`config.mk`:
```
export PLATFORM = sky130hd
export DESIGN_NAME = wb_uart_flat
export DESIGN_NICKNAME = d
export VERILOG_FILES = /design/src/rtl/wb_uart_pkg.sv /design/src/rtl/wb_uart_if.sv /design/src/rtl/wb_uart_tx_fifo.sv /design/src/rtl/wb_uart.sv /design/src/flat_wrapper.sv
export SDC_FILE = /design/constraint.sdc
export NUM_CORES = 1
export LEC_CHECK = 0
export ABC_AREA = 1
export CAP_MARGIN = 25
export CORE_UTILIZATION = 35
export CTS_CLUSTER_DIAMETER = 60
export DETAILED_ROUTE_END_ITERATION = 8
export HOLD_SLACK_MARGIN = 0.15
export PLACE_DENSITY_LB_ADDON = 0.25
export SLEW_MARGIN = 20
export SYNTH_ARGS = -nofsm -noshare
export SYNTH_HDL_FRONTEND = slang
export SYNTH_SLANG_ARGS = --single-unit
```
`constraint.sdc`:
```
create_clock -name clk -period 9 [get_ports clk]
set_clock_uncertainty 0.15 [all_clocks]
set_input_delay 0.9 -clock clk [delete_from_list [all_inputs] [get_ports clk]]
set_output_delay 0.9 -clock clk [all_outputs]
set_load 0.005 [all_outputs]
```
`src/rtl/wb_uart_pkg.sv`:
```
// Shared register map, status bit positions and FSM state encoding for wb_uart.
package wb_uart_pkg;

    localparam logic [1:0] REG_DATA   = 2'd0;
    localparam logic [1:0] REG_STATUS = 2'd1;
    localparam logic [1:0] REG_DIV    = 2'd2;

    localparam int STAT_RX_VALID  = 0;
    localparam int STAT_TX_FULL   = 1;
    localparam int STAT_TX_EMPTY  = 2;
    localparam int STAT_OVERRUN   = 3;
    localparam int STAT_TX_BUSY   = 4;
    localparam int STAT_FRAME_ERR = 5;

    typedef enum logic [1:0] {
        IDLE  = 2'd0,
        START = 2'd1,
        DATA  = 2'd2,
        STOP  = 2'd3
    } uart_state_t;

    // Divisors below 2 would leave no room for a half-bit sample point.
    function automatic logic [15:0] eff_div(input logic [15:0] div);
        return (div < 16'd2) ? 16'd2 : div;
    endfunction

endpackage

```
`src/rtl/wb_uart_if.sv`:
```
// Wishbone pipelined-mode slave port of the UART (register-select slice only).
interface wb_uart_if;
    logic [15:0] adr;
    logic [15:0] dat_i;
    logic [15:0] dat_o;
    logic        cyc;
    logic        stb;
    logic        we;
    logic        stall;
    logic        ack;

    modport master (output adr, dat_i, cyc, stb, we, input dat_o, stall, ack);
    modport slave  (input adr, dat_i, cyc, stb, we, output dat_o, stall, ack);
endinterface

```
`src/rtl/wb_uart_tx_fifo.sv`:
```
// Synchronous 8-bit FIFO queueing transmit bytes ahead of the TX shifter.
module uart_tx_fifo #(
    parameter int unsigned DEPTH = 4
) (
    input  logic                     clk,
    input  logic                     rst,
    input  logic                     push_i,
    input  logic [7:0]               wdata_i,
    input  logic                     pop_i,
    output logic [7:0]               rdata_o,
    output logic                     full_o,
    output logic                     empty_o,
    output logic [$clog2(DEPTH):0]   count_o
);
    localparam int unsigned AW = $clog2(DEPTH);
    localparam logic [AW:0] FULL_CNT = DEPTH[AW:0];

    logic [7:0]    mem_q [DEPTH];
    logic [AW-1:0] wr_ptr_q, rd_ptr_q;
    logic [AW:0]   count_q;
    logic          do_push, do_pop;

    assign empty_o = (count_q == '0);
    assign full_o  = (count_q == FULL_CNT);
    assign do_pop  = pop_i & ~empty_o;
    // A pop in the same cycle frees the slot a full-FIFO push needs.
    assign do_push = push_i & (~full_o | do_pop);
    assign rdata_o = mem_q[rd_ptr_q];
    assign count_o = count_q;

    always_ff @(posedge clk) begin
        if (do_push) mem_q[wr_ptr_q] <= wdata_i;
    end

    always_ff @(posedge clk or posedge rst) begin
        if (rst) begin
            wr_ptr_q <= '0;
            rd_ptr_q <= '0;
            count_q  <= '0;
        end else begin
            if (do_push) wr_ptr_q <= wr_ptr_q + AW'(1);
            if (do_pop)  rd_ptr_q <= rd_ptr_q + AW'(1);
            case ({do_push, do_pop})
                2'b10:   count_q <= count_q + (AW+1)'(1);
                2'b01:   count_q <= count_q - (AW+1)'(1);
                default: count_q <= count_q;
            endcase
        end
    end

endmodule

```
`src/rtl/wb_uart.sv`:
```
// Wishbone UART: 8N1 TX (FIFO-buffered) and RX (single holding register) with
// a programmable baud divisor.
//   state | meaning
//   IDLE  | line idle; TX waits for a queued byte, RX waits for a falling edge
//   START | start bit; RX checks it at mid-bit and rejects glitches
//   DATA  | eight data bits, LSB first
//   STOP  | stop bit; RX loads the byte or flags a framing error
module wb_uart
    import wb_uart_pkg::*;
#(
    parameter int unsigned TX_DEPTH  = 4,
    parameter logic [15:0] DIV_RESET = 16'd434
) (
    input  logic     clk,
    input  logic     rst,
    wb_uart_if.slave wb,
    input  logic     rxd,
    output logic     txd
);
    localparam int unsigned CW = $clog2(TX_DEPTH) + 1;
    localparam logic [1:0] S_IDLE  = IDLE;
    localparam logic [1:0] S_START = START;
    localparam logic [1:0] S_DATA  = DATA;
    localparam logic [1:0] S_STOP  = STOP;

    logic        req, data_wr, data_rd, stat_rd, div_wr;
    logic [1:0]  sel;
    logic        ack_q, clr_q;
    logic [15:0] dat_q, rd_mux, div_q, div_eff, status;
    logic        unused_adr;

    logic        fifo_pop, fifo_full, fifo_empty;
    logic [7:0]  fifo_rdata;
    logic [CW-1:0] unused_tx_count;

    logic [1:0]  tx_state_q, tx_state_d;
    logic [15:0] tx_tmr_q, tx_tmr_d;
    logic [7:0]  tx_sh_q, tx_sh_d;
    logic [2:0]  tx_cnt_q, tx_cnt_d;
    logic        txd_q, txd_d;

    logic        rx_s1_q, rx_s2_q, rx_prev_q;
    logic [1:0]  rx_state_q, rx_state_d;
    logic [15:0] rx_tmr_q, rx_tmr_d;
    logic [7:0]  rx_sh_q, rx_sh_d;
    logic [2:0]  rx_cnt_q, rx_cnt_d;
    logic        rx_load, rx_ferr;
    logic [7:0]  rx_byte_q, rx_byte_d;
    logic        rx_valid_q, rx_valid_d;
    logic        overrun_q, overrun_d;
    logic        ferr_q, ferr_d;

    assign req        = wb.cyc & wb.stb;
    assign sel        = wb.adr[1:0];
    assign data_wr    = req &  wb.we & (sel == REG_DATA);
    assign data_rd    = req & ~wb.we & (sel == REG_DATA);
    assign stat_rd    = req & ~wb.we & (sel == REG_STATUS);
    assign div_wr     = req &  wb.we & (sel == REG_DIV);
    assign unused_adr = ^wb.adr[15:2];
    assign div_eff    = eff_div(div_q);

    assign wb.stall = 1'b0;
    assign wb.ack   = ack_q;
    assign wb.dat_o = dat_q;
    assign txd      = txd_q;

    always_comb begin
        status = '0;
        status[STAT_RX_VALID]  = rx_valid_q;
        status[STAT_TX_FULL]   = fifo_full;
        status[STAT_TX_EMPTY]  = fifo_empty & (tx_state_q == S_IDLE);
        status[STAT_OVERRUN]   = overrun_q;
        status[STAT_TX_BUSY]   = (tx_state_q != S_IDLE);
        status[STAT_FRAME_ERR] = ferr_q;
    end

    always_comb begin
        rd_mux = '0;
        case (sel)
            REG_DATA:   rd_mux = {8'h00, rx_byte_q};
            REG_STATUS: rd_mux = status;
            REG_DIV:    rd_mux = div_q;
            default:    rd_mux = '0;
        endcase
    end

    always_ff @(posedge clk or posedge rst) begin
        if (rst) begin
            ack_q <= 1'b0;
            clr_q <= 1'b0;
            dat_q <= '0;
            div_q <= DIV_RESET;
        end else begin
            ack_q <= req;
            clr_q <= stat_rd;
            if (req && !wb.we) dat_q <= rd_mux;
            if (div_wr) div_q <= wb.dat_i;
        end
    end

    uart_tx_fifo #(.DEPTH(TX_DEPTH)) u_tx_fifo (
        .clk     (clk),
        .rst     (rst),
        .push_i  (data_wr),
        .wdata_i (wb.dat_i[7:0]),
        .pop_i   (fifo_pop),
        .rdata_o (fifo_rdata),
        .full_o  (fifo_full),
        .empty_o (fifo_empty),
        .count_o (unused_tx_count)
    );

    always_comb begin
        tx_state_d = tx_state_q;
        tx_tmr_d   = tx_tmr_q;
        tx_sh_d    = tx_sh_q;
        tx_cnt_d   = tx_cnt_q;
        txd_d      = txd_q;
        fifo_pop   = 1'b0;
        if (tx_state_q != S_IDLE && tx_tmr_q != '0) tx_tmr_d = tx_tmr_q - 16'd1;
        case (tx_state_q)
            S_IDLE: begin
                txd_d = 1'b1;
                if (!fifo_empty) begin
                    fifo_pop   = 1'b1;
                    tx_sh_d    = fifo_rdata;
                    tx_tmr_d   = div_eff - 16'd1;
                    txd_d      = 1'b0;
                    tx_state_d = S_START;
                end
            end
            S_START: if (tx_tmr_q == '0) begin
                txd_d      = tx_sh_q[0];
                tx_sh_d    = tx_sh_q >> 1;
                tx_cnt_d   = '0;
                tx_tmr_d   = div_eff - 16'd1;
                tx_state_d = S_DATA;
            end
            S_DATA: if (tx_tmr_q == '0) begin
                tx_tmr_d = div_eff - 16'd1;
                if (tx_cnt_q == 3'd7) begin
                    txd_d      = 1'b1;
                    tx_state_d = S_STOP;
                end else begin
                    txd_d    = tx_sh_q[0];
                    tx_sh_d  = tx_sh_q >> 1;
                    tx_cnt_d = tx_cnt_q + 3'd1;
                end
            end
            S_STOP: if (tx_tmr_q == '0) tx_state_d = S_IDLE;
            default: tx_state_d = S_IDLE;
        endcase
    end

    always_ff @(posedge clk or posedge rst) begin
        if (rst) begin
            tx_state_q <= S_IDLE;
            tx_tmr_q   <= '0;
            tx_sh_q    <= '0;
            tx_cnt_q   <= '0;
            txd_q      <= 1'b1;
        end else begin
            tx_state_q <= tx_state_d;
            tx_tmr_q   <= tx_tmr_d;
            tx_sh_q    <= tx_sh_d;
            tx_cnt_q   <= tx_cnt_d;
            txd_q      <= txd_d;
        end
    end

    always_comb begin
        rx_state_d = rx_state_q;
        rx_tmr_d   = rx_tmr_q;
        rx_sh_d    = rx_sh_q;
        rx_cnt_d   = rx_cnt_q;
        rx_load    = 1'b0;
        rx_ferr    = 1'b0;
        if (rx_state_q != S_IDLE && rx_tmr_q != '0) rx_tmr_d = rx_tmr_q - 16'd1;
        case (rx_state_q)
            S_IDLE: if (rx_prev_q && !rx_s2_q) begin
                rx_tmr_d   = (div_eff >> 1) - 16'd1;
                rx_state_d = S_START;
            end
            S_START: if (rx_tmr_q == '0) begin
                if (rx_s2_q) begin
                    rx_state_d = S_IDLE;
                end else begin
                    rx_cnt_d   = '0;
                    rx_tmr_d   = div_eff - 16'd1;
                    rx_state_d = S_DATA;
                end
            end
            S_DATA: if (rx_tmr_q == '0) begin
                rx_sh_d  = {rx_s2_q, rx_sh_q[7:1]};
                rx_tmr_d = div_eff - 16'd1;
                if (rx_cnt_q == 3'd7) rx_state_d = S_STOP;
                else                  rx_cnt_d   = rx_cnt_q + 3'd1;
            end
            S_STOP: if (rx_tmr_q == '0) begin
                rx_load    = rx_s2_q;
                rx_ferr    = ~rx_s2_q;
                rx_state_d = S_IDLE;
            end
            default: rx_state_d = S_IDLE;
        endcase
    end

    // A byte landing on the same edge as a DATA read replaces the one being read.
    always_comb begin
        rx_byte_d  = rx_load ? rx_sh_q : rx_byte_q;
        rx_valid_d = rx_load ? 1'b1 : (data_rd ? 1'b0 : rx_valid_q);
        overrun_d  = (rx_load && rx_valid_q && !data_rd) ? 1'b1 : (clr_q ? 1'b0 : overrun_q);
        ferr_d     = rx_ferr ? 1'b1 : (clr_q ? 1'b0 : ferr_q);
    end

    always_ff @(posedge clk or posedge rst) begin
        if (rst) begin
            rx_s1_q    <= 1'b1;
            rx_s2_q    <= 1'b1;
            rx_prev_q  <= 1'b1;
            rx_state_q <= S_IDLE;
            rx_tmr_q   <= '0;
            rx_sh_q    <= '0;
            rx_cnt_q   <= '0;
            rx_byte_q  <= '0;
            rx_valid_q <= 1'b0;
            overrun_q  <= 1'b0;
            ferr_q     <= 1'b0;
        end else begin
            rx_s1_q    <= rxd;
            rx_s2_q    <= rx_s1_q;
            rx_prev_q  <= rx_s2_q;
            rx_state_q <= rx_state_d;
            rx_tmr_q   <= rx_tmr_d;
            rx_sh_q    <= rx_sh_d;
            rx_cnt_q   <= rx_cnt_d;
            rx_byte_q  <= rx_byte_d;
            rx_valid_q <= rx_valid_d;
            overrun_q  <= overrun_d;
            ferr_q     <= ferr_d;
        end
    end

endmodule

```
`src/flat_wrapper.sv`:
```
// flat-port wrapper written by rule: the top's interface ports become plain ports
module wb_uart_flat import wb_uart_pkg::*;
#(
    parameter int unsigned TX_DEPTH  = 4,
    parameter logic [15:0] DIV_RESET = 16'd434
)
  (clk, rst, rxd, txd, wb_adr, wb_dat_i, wb_cyc, wb_stb, wb_we, wb_dat_o, wb_stall, wb_ack);
  wb_uart_if wb_i ();
  input  logic clk;
  input  logic rst;
  input  logic rxd;
  output logic txd;
  input wire logic [$bits(wb_i.adr)-1:0] wb_adr;
  input wire logic [$bits(wb_i.dat_i)-1:0] wb_dat_i;
  input wire logic [$bits(wb_i.cyc)-1:0] wb_cyc;
  input wire logic [$bits(wb_i.stb)-1:0] wb_stb;
  input wire logic [$bits(wb_i.we)-1:0] wb_we;
  output wire logic [$bits(wb_i.dat_o)-1:0] wb_dat_o;
  output wire logic [$bits(wb_i.stall)-1:0] wb_stall;
  output wire logic [$bits(wb_i.ack)-1:0] wb_ack;
  assign wb_i.adr = wb_adr;
  assign wb_i.dat_i = wb_dat_i;
  assign wb_i.cyc = wb_cyc;
  assign wb_i.stb = wb_stb;
  assign wb_i.we = wb_we;
  assign wb_dat_o = wb_i.dat_o;
  assign wb_stall = wb_i.stall;
  assign wb_ack = wb_i.ack;
  wb_uart #(.TX_DEPTH(TX_DEPTH), .DIV_RESET(DIV_RESET)) u_core (.clk(clk), .rst(rst), .wb(wb_i), .rxd(rxd), .txd(txd));
endmodule
```
==> flow_summary.yaml <==
run_status:
  status: "complete, but fails checks"
  failed_checks: "design-rule violations"
synth:
  syn-num-nets: 1027
  avgSynthCellArea_um2: 8.162
  synthCells: 965
  yosys-top-cells-area: "dfrtp_1 (33%), edfxtp_1 (12%), nand2_1 (12%), inv_1 (5.6%), o21ai_0 (5.4%)"
  syn_area_um2: 7876
  synth-edff-count: 32
  ys.flop_type: "dfrtp_1"
  ys_seq_area_frac: 0.4856
  ys_types: 45
  synth-seq-cells: 146
  synth_warnings: 0
  yosysTopAreaCell: "dfrtp_1"
  async_flop_share: 0.7808
  yosys.area.top_type_share: 0.3336
routing:
  drc: 2
  via_per_inst: 4.829
  first_pass_iters: 7
  vias: 6263
  wl_per_cell_um: 14.27
  drt_iter0_markers: 441
  ant_nets: 0
  drt-total-wl_um: 18510
die:
  ios: 57
  core-area_um2: 21960
  die-area_um2: 23110
  dieHeight_um: 152.0
  num_rows: 54
  die_w_um: 152.0
  initial_core_util: 0.3587
placement:
  gp_congestion: 0.8597
  numPortBuffers: 41
  dp.cells: 1264
  preCtsSetupSlack_ns: 5.681
  hpwl_um: 13510
setup_path:
  worstPathRequired_ns: 9.15
  path_class: "reg -> reg"
  reg2reg_to: "u_core.rx_tmr_q[8]$_DFF_PP0_"
  cp_max_fo: 12
  cp.arrival_ns: 3.20
  r2r_slack_ns: 5.95
  reg2reg_depth: 13
  start_kind: "flip-flop"
  r2r-start: "u_core.div_q[5]$_DFFE_PP1P_"
  endpoint_kind: "flip-flop"
run:
  maxCapViolations: 0
finish:
  nFillCells: 2226
  final_nets: 1066
  areaGrowthSynthToFinish_pct: 16.36
  antenna_cells: 0
  drive_gt1_frac: 0.08161
  seqCellArea_um2: 3825
  final_common_cell: "nand2_1"
  instances_no_fill: 1297
  multi_input_area_um2: 3473
  mostFrequentLayoutCells: "nand2_1 (252), inv_1 (116), dfrtp_1 (105)"
timing:
  fin_crit_sh: 0.3386
  timing.fmax_mhz: 328.1
  finalSetupViolations: 0
  worst_pin_slew_ns: 0.9143
  slew-limit-headroom: 0.3898
  tns_ns: 0
  final-hold-violation-count: 0
  rsz0062_at_grt: "false"
  slew_viol_final: 0
  period_needed_ns: 3.048
  fin_ws_ns: 5.952
global_routing:
  grt_max_degree: 59
  grt_pass1_wl_um: 31170
  antenna_found_initial: 0
  grt_pass1_vias: 6086
  grt_usage: 0.1698
  grt-ovfl-total: 0
clock_network:
  clkLatencyLatePin_ns: 0.42
  post-cts-setup-buffers: 0
  cts_hold_buf: 0
  clockBufferDepth: 2
  root_buffer: "clkbuf_16"
  clock_sink_count: 146
  path_clk_slew_ns: 0.07
  htree_levels: 4
  numCtsBuffers: 17
  post_cts_resized: 0
  cts_tree: "done"
power:
  combinationalPowerShare: 0.302
  power_frac_seq: 0.389
  p_leak_nw: 4.054
  vdd_drop_max_v: 0.0001355
  switching_share: 0.3729
  p_switching_mw: 0.8938
  clkPwrFrac: 0.309
  powerDensity_nw_per_um2: 261.5
  p_int_mw: 1.503
hold_path:
  worstHoldPathCells: 0
  hold_start: "u_core.rx_s1_q$_DFF_PP1_"
  holdPathEnd: "u_core.rx_s2_q$_DFF_PP1_"
  hp-class: "reg -> reg"
-- state kept, by name, indices dropped and copies added (netlist names), named ones only --
register	flops
u_core.u_tx_fifo.mem_q	32
u_core.div_q	16
u_core.rx_tmr_q	16
u_core.tx_tmr_q	16
u_core.wb.dat_o	16
u_core.rx_byte_q	8
u_core.rx_sh_q	8
u_core.tx_sh_q	8
u_core.rx_cnt_q	3
u_core.tx_cnt_q	3
u_core.u_tx_fifo.count_o	3
u_core.tx_state_q	2
u_core.u_tx_fifo.rd_ptr_q	2
u_core.u_tx_fifo.wr_ptr_q	2
u_core.clr_q	1
u_core.ferr_q	1
u_core.overrun_q	1
u_core.rx_prev_q	1
u_core.rx_s1_q	1
u_core.rx_s2_q	1
u_core.rx_state_q	1
u_core.rx_valid_q	1
u_core.txd	1
u_core.wb.ack	1
-- worst max-delay path, cell delays in order, from the launching register on --
cell	delay (ns)
dfstp_2	0.62
nor2_1	0.08
nand2_1	0.10
nor2_1	0.05
nand2_1	0.13
nand2_1	0.13
inv_1	0.23
ha_1	0.48
nand2_1	0.17
nor2_2	0.27
xor2_1	0.17
o22ai_1	0.11
nand2_1	0.11
o21ai_0	0.11
-- layer usage --
layer  track usage  wire length [um]  vias to the layer above
li1              -                 -                     3227
met1        0.2372              9341                     2935
met2        0.2681              8423                       88
met3       0.03252               536                       13
met4       0.04810               206                        0
met5             0                 0                        -
-- cell type report --
| class | instances | area share |
|---|---|---|
| clock buffers | 17 | 0.04642 |
| multi-input cells | 672 | 0.3790 |
| flip-flops and latches | 146 | 0.4173 |
| inverters | 124 | 0.05106 |
| well taps | 280 | 0.03823 |
| repair buffers | 43 | 0.04683 |
| clock inverters | 15 | 0.02116 |
-- stage by stage --
stage	total power, mW	util	instance area, um2	hold slack (ns)
3_5_place_dp	1.663	0.3887	8534	0.1979
5_1_grt	2.584	0.4174	9165	0.2091
4_1_cts	2.416	0.4169	9154	0.2083
3_3_place_gp	1.654	0.3887	8534	0.1956
2_1_floorplan	1.468	-	7876	0.1952
6_report	2.397	0.4174	9165	0.2071
-- power by group through the flow --
stage / registers, mW / logic (mW) / clock network (mW)
after floorplan: 0.897 / 0.571 / 0
after global placement: 0.942 / 0.712 / 0
after detailed placement: 0.943 / 0.721 / 0
after CTS: 0.931 / 0.726 / 0.758
after global routing: 0.952 / 0.843 / 0.789
final: 0.932 / 0.723 / 0.742
-- kinds of logic (layout without fill, tap and decap cells) --
kind of cell,after synthesis,after routing,synth area share
buffers and inverters,147,199,0.07371
muxes,2,2,0.002859
DFF,146,146,0.4856
adders and majority gates,24,24,0.03908
other,1,1,0.0004761
and+or+nand+nor,456,456,0.2442
xor gates and xnor gates,29,29,0.03225
AOI/OAI and AO/OA,160,160,0.1218
-- synthesized netlist by cell type (all sizes together), types with 11 or more instances --
cell,number
o22ai,17
o21ai,90
xor2,23
a21oi,25
nand2,257
nor2,110
buf,11
nand4,13
nand3,63
dfrtp,105
ha,23
inv,122
edfxtp,32
clkbuf,12
-- how the worst max path moves through the flow --
stage / slack, ns / cells past startpoint / from / end
after floorplan: 4.95 / 1 / rst / async pin
after global placement: 5.73 / 6 / wb_adr[1] / u_core.div_q[14]$_DFFE_PP0P_
after detailed placement: 5.68 / 6 / wb_adr[1] / u_core.div_q[3]$_DFFE_PP0P_
after CTS: 5.98 / 13 / u_core.div_q[5]$_DFFE_PP1P_ / u_core.rx_tmr_q[8]$_DFF_PP0_
after global routing: 5.66 / 13 / u_core.div_q[5]$_DFFE_PP1P_ / u_core.rx_tmr_q[8]$_DFF_PP0_
final: 5.95 / 13 / u_core.div_q[5]$_DFFE_PP1P_ / u_core.rx_tmr_q[8]$_DFF_PP0_
No activity file was read; power rests on OpenSTA's default activity.
